==> src/rtl/tnoc_flit_if_sink_target.sv <==
// Flit sink: accepts and discards every flit on every virtual channel.
// Tracks head/tail framing per channel and counts completed packets.
module tnoc_flit_if_sink_target #(
    parameter int unsigned  CHANNELS    = 2,
    parameter bit           LOCAL_PORT  = 1'b1,
    parameter int unsigned  COUNT_WIDTH = 16,
    localparam int unsigned FLITS       = LOCAL_PORT ? CHANNELS : 1
) (
    input  logic                                  i_clk,
    input  logic                                  i_rst_n,
    input  logic [CHANNELS-1:0]                   flit_valid,
    output logic [CHANNELS-1:0]                   flit_ready,
    output logic [CHANNELS-1:0]                   flit_vc_available,
    input  logic [FLITS-1:0]                      flit_head,
    input  logic [FLITS-1:0]                      flit_tail,
    output logic [CHANNELS-1:0][COUNT_WIDTH-1:0]  o_packet_count,
    output logic [CHANNELS-1:0]                   o_framing_error,
    output logic                                  o_multi_valid_error
);

    typedef enum logic {
        IDLE      = 1'b0,
        IN_PACKET = 1'b1
    } state_t;

    logic ready_q;

    // Ready and vc_available rise on the first edge after reset release
    always_ff @(posedge i_clk or negedge i_rst_n) begin
        if (!i_rst_n) begin
            ready_q <= 1'b0;
        end else begin
            ready_q <= 1'b1;
        end
    end

    assign flit_ready        = {CHANNELS{ready_q}};
    assign flit_vc_available = {CHANNELS{ready_q}};

    for (genvar i = 0; i < CHANNELS; i++) begin : g_ch
        localparam int unsigned LANE = (FLITS == CHANNELS) ? i : 0;

        state_t                 state;
        state_t                 state_next;
        logic                   accept;
        logic                   head;
        logic                   tail;
        logic                   count_inc;
        logic                   error_set;
        logic [COUNT_WIDTH-1:0] count_q;
        logic                   error_q;

        assign accept = flit_valid[i] & ready_q;
        assign head   = flit_head[LANE];
        assign tail   = flit_tail[LANE];

        // Framing FSM: a head always restarts the packet, even mid-packet
        always_comb begin
            state_next = state;
            count_inc  = 1'b0;
            error_set  = 1'b0;
            if (accept) begin
                case (state)
                    IDLE: begin
                        if (!head) begin
                            error_set = 1'b1;
                        end else if (tail) begin
                            count_inc = 1'b1;
                        end else begin
                            state_next = IN_PACKET;
                        end
                    end
                    IN_PACKET: begin
                        if (head) begin
                            error_set = 1'b1;
                        end
                        if (tail) begin
                            count_inc  = 1'b1;
                            state_next = IDLE;
                        end
                    end
                    default: state_next = IDLE;
                endcase
            end
        end

        always_ff @(posedge i_clk or negedge i_rst_n) begin
            if (!i_rst_n) begin
                state   <= IDLE;
                count_q <= '0;
                error_q <= 1'b0;
            end else begin
                state <= state_next;
                if (count_inc && (count_q != {COUNT_WIDTH{1'b1}})) begin
                    count_q <= count_q + COUNT_WIDTH'(1);
                end
                if (error_set) begin
                    error_q <= 1'b1;
                end
            end
        end

        assign o_packet_count[i]  = count_q;
        assign o_framing_error[i] = error_q;
    end

    // A shared flit lane cannot carry more than one channel per cycle
    if (FLITS == 1) begin : g_multi
        logic multi_q;

        always_ff @(posedge i_clk or negedge i_rst_n) begin
            if (!i_rst_n) begin
                multi_q <= 1'b0;
            end else if ($countones(flit_valid) > 1) begin
                multi_q <= 1'b1;
            end
        end

        assign o_multi_valid_error = multi_q;
    end else begin : g_no_multi
        assign o_multi_valid_error = 1'b0;
    end

endmodule

==> config.mk <==
export PLATFORM = sky130hd
export DESIGN_NAME = tnoc_flit_if_sink_target
export DESIGN_NICKNAME = d
export VERILOG_FILES = /design/src/rtl/tnoc_flit_if_sink_target.sv
export SDC_FILE = /design/constraint.sdc
export NUM_CORES = 1
export LEC_CHECK = 0
export CORE_MARGIN = 2
export CORE_UTILIZATION = 49
export DETAILED_ROUTE_END_ITERATION = 16
export GPL_ROUTABILITY_DRIVEN = 0
export GPL_TIMING_DRIVEN = 1
export PLACE_DENSITY = 0.84
export SYNTH_ARGS = -nofsm -noshare
export SYNTH_HDL_FRONTEND = slang
export SYNTH_SLANG_ARGS = --single-unit
==> constraint.sdc <==
create_clock -name i_clk -period 2.46 [get_ports i_clk]
set_input_delay 0.369 -clock i_clk [delete_from_list [all_inputs] [get_ports i_clk]]
set_output_delay 0.369 -clock i_clk [all_outputs]
set_load 0.01 [all_outputs]
# Word level (Yosys, flattened, before mapping)

Cells that the tools add are included.

$add $sub $neg: 2
Multiply operators: 0
Divide/modulo/power cells: 0
Order comparisons: 0
Equality and inequality tests: 2
Shifts and indexed selects: 0
Muxes and demuxes: 22
Bitwise logic cells: 4
Reduce and logical (&&, ||, !) cells: 2

Operators with widths:

| operator                | number |
|---|---|
| $add A16 B1 Y16 const B | 2 |
| $ne A16 B16 Y1 const B  | 2 |
| $mux W1                 | 16 |
| $pmux W1 S2             | 6 |
| $and A1 B1 Y1           | 2 |
| $logic_and A1 B1 Y1     | 2 |
| $not A1 Y1              | 2 |

Flip-flop bits (word level): 37
Latch bits: 0
Memory bits (writable): 0
Bits in read-only memories: 0
Input bits: 8
Output and inout bits: 39
Logic and storage cells: 39
Memories kept: 0

# Logic depth before layout (Yosys ltp)

Depth in word-level cells: 5
Gate-level depth with buffers: 6
Gate-level depth less buffers: 5

# Worst setup path after synthesis

No wires, ideal clock.

Kind: register to register
Start: register g_ch[0].count_q[0]
End: register g_ch[0].count_q[1]
Library setup time: 125 ps
Data arrival time: 1665 ps
Required time: 2335 ps
Path slack: 671 ps
Cell stages (with the launch flop): 7
Buffers on the path: 1
Clock period less this slack: 1789 ps
Cells stage by stage: dfrtp_1 ha_1 and3_1 and4_1 buf_2 nor2_1 mux2_2

Word-level cells in the longest chain between the ends: 2
Elaborated cells on any way between the ends: 3
Classes of those cells: add/sub: 1; eq/ne: 1; reduce/logical: 1

RTL lines:

| item                                                                    | line | RTL |
|---|---|---|
| start: declaration                                                      | 50   | `logic [COUNT_WIDTH-1:0] count_q;` |
| start signal: assignment                                                | 95   | `count_q <= count_q + COUNT_WIDTH'(1);` |
| parallel branches: the longest is 2 deep, another holds $add A16 B1 Y16 | -    |  |

Parallel ways; which one is timed is not known.
A chain may end at the register's enable or synchronous reset.

# Worst setup path after layout

Start: input flit_valid[1]
End: register g_ch[1].count_q[15]

Word-level cells in the longest chain between the ends: 3

RTL lines:

| item                   | line | RTL |
|---|---|---|
| start: declaration     | 11   | `input logic [CHANNELS-1:0] flit_valid,` |
| $and A1 B1 Y1          | 53   | `assign accept = flit_valid[i] & ready_q;` |
| $mux W1                | 62   | `if (accept) begin` |
| $logic_and A1 B1 Y1    | 94   | `if (count_inc && (count_q != {COUNT_WIDTH{1'b1}})) begin` |
| end signal: assignment | 95   |  |
| end: declaration       | 50   |  |

Every way passes these cells.

==> impl_metrics.ini <==
[floorplanning]
die_h_um = 65.9
core-area_mm2 = 0.00366
ios = 47
dieArea_mm2 = 0.00434
die_w_um = 65.9
start_util = 0.513
rows = 22

[power]
leakagePower_nw = 1.03
ir_worst_vdd_v = 0.000637
power_density_mw_per_mm2 = 664

[cells_and_area]
nets = 226
area_delta_synth_final_pct = 30.7
post-route-cell-area_mm2 = 0.00245
finalNonFillerCells = 265
diodes = 0
drive_gt1_frac = 0.101

[clocking]
cts_root_buf = clkbuf_8
post_cts_buffers = 0
cts.sinks = 37
holdBufCountCts = 0
cts_max_level = 2
clk_latency_ps = 290
numCtsBuffers = 5
cts.path.max_buffers = 2
path_clk_slew_ps = 80
post_cts_resized = 0
cts_tree = done

[placed_design]
placed_area_mm2 = 0.00233
dp.cells = 257
detailed_place_hpwl_mm = 2.71
dp_slack_ps = 244
portBuffers = 45

[worst_setup_path]
critical_path.max_fanout = 9
required_ps = 2670
worstSetupStartpointType = primary input
path_class = primary input to flop
critical_path.slowest_cell = clkdlybuf4s50_1
slowest_delay_ps = 580
arrival_ps = 2140
crit_chain = clkdlybuf4s50_1 -> o2111ai_4 -> or3_4 -> nor4_2 -> xor2_1
endpoint_kind = flop

[synthesis]
ys_ff_latch = 37
syn-instance-count = 172
synth-seq-area-share = 0.493
ys_warn_count = 0
ys_types = 33
syn_avg_cell_area_um2 = 10.9
synth-main-ff-cell = dfrtp_1
synthArstFlopShare = 1.00
syn_area_mm2 = 0.00188
synth_edf_count = 0
synth_nets = 182

[timing]
fmax_mhz = 521
rsz0062_at_grt = false
setup_viol = 0
hold_violations = 0
finalCritPeriodShare = 0.781
whs_ps = 485
tns_ps = 0
drv_slew = 0
worst_slack_ps = 540
period_needed_ps = 1920
clock_skew_ps = 8.11

[global_routing]
overflow = 0
grt_pass1_wl_mm = 6.56
first_global_vias = 1466
antenna_found_initial = 0
grt_max_degree = 38
grt_use_total = 0.198

[detailed_routing]
routedWlPerCell_um = 14.3
via_per_inst = 5.59
vias = 1482
ant_nets = 0
first_pass_iters = 4
totalWireLength_mm = 3.79
route.detailed.drc = 0
drt-initial-drc-count = 73

[run]
max_cap_violations = 0

[outcome]
status = finished clean

[worst_hold_path]
min_path_type = flop to flop
[synth_stat cells (all sizes together) (2+ instances only)]
master  count  area [um^2]
nand2      10         37.5
ha          2         25.0
mux2        3         33.8
nor2        8         30.0
and4        4         35.0
conb        2         7.51
nand4      10         77.6
nor3b       3         22.5
or3         2         17.5
nor4        7         65.1
xnor2       9         78.8
buf         9         65.1
nor3       11         55.1
nand3      15         75.1
xor2       20          175
a31oi       5         31.3
nor4b       2         17.5
o21ai       3         15.0
or2         3         18.8
dfrtp      37          926
[path summary, 6_finish.rpt]
path	start	slack, ps	endpoint	cells past startpoint
max in group asynchronous	i_rst_n	1640	g_ch[0].count_q[15]	2
worst max-delay path	flit_valid[1]	540	g_ch[1].count_q[15]	5
min in group asynchronous	i_rst_n	500	g_ch[0].state	2
worst max register to register	ready_q	580	g_ch[1].count_q[15]	4
worst min-delay path	g_ch[0].error_q	490	g_ch[0].error_q	1
worst min register to register	g_ch[0].error_q	490	g_ch[0].error_q	1
[flip-flops by register name (all words and copies together), names as in the netlist]
register	cells
g_ch.count_q	32
g_ch.error_q	2
g_ch.state	2
ready_q	1
[routing by layer]
layer	vias to the layer above	global-route usage	wire length, um
li1	722	-	-
met2	40	0.319	1890
met1	717	0.245	1670
met4	0	0.0807	21
met3	3	0.0613	211
met5	-	0	0
[layout by cell type, fill, tap and decap left out, types with 2 or more instances in the layout]
cell type	count
nor3b_1	3
xnor2_1	9
xor2_1	20
nand3_1	15
ha_1	2
mux2_2	3
nor2_1	8
dfrtp_1	37
and4_1	4
clkdlybuf4s50_1	45
a31oi_1	5
buf_4	2
conb_1	2
nor4b_1	2
nand2_1	10
nor4_1	5
or2_2	3
nor3_1	11
nand4_1	9
o21ai_0	2
clkbuf_8	6
[cells by family after synthesis]
logic type               after synthesis  share of synthesized area
XOR/XNOR                              29                      0.135
multiplexers                           3                     0.0180
flip-flops                            37                      0.493
other                                  2                    0.00400
AND/OR/NAND/NOR                       78                      0.253
adder cells (fa/ha/maj)                2                     0.0133
buffers and inverters                 10                     0.0366
AO/OA/AOI/OAI                         11                     0.0473
[power breakdown]
| group | total [mW] | switching (mW) | internal (mW) |
|---|---|---|---|
| Clock | 0.546 | 0.216 | 0.330 |
| Sequential | 0.777 | 0.101 | 0.676 |
| Combinational | 0.307 | 0.124 | 0.183 |
| Total | 1.63 | 0.441 | 1.19 |
[worst max-delay path, delay by kind of cell]
kind | cells | cell delay (ps)
buf+inv | 1 | 580
simple gates | 2 | 790
compound gates | 1 | 230
xor+xnor | 1 | 160
[metrics by stage]
stage / utilization / power [mW]
floorplan: - / 0.908
global placement: 0.638 / 1.08
detailed placement: 0.638 / 1.10
CTS: 0.671 / 1.65
global route: 0.671 / 1.71
finish: 0.671 / 1.63
[layout make-up]
class,count,area [um^2]
Tap cell,48,60.1
Timing Repair Buffer,47,465
Fill cell,293,1210
Multi-Input combinational cell,125,883
Clock inverter,2,37.5
Sequential cell,37,926
Clock buffer,6,82.6
Note: power is estimated with default switching activity, not from simulation.
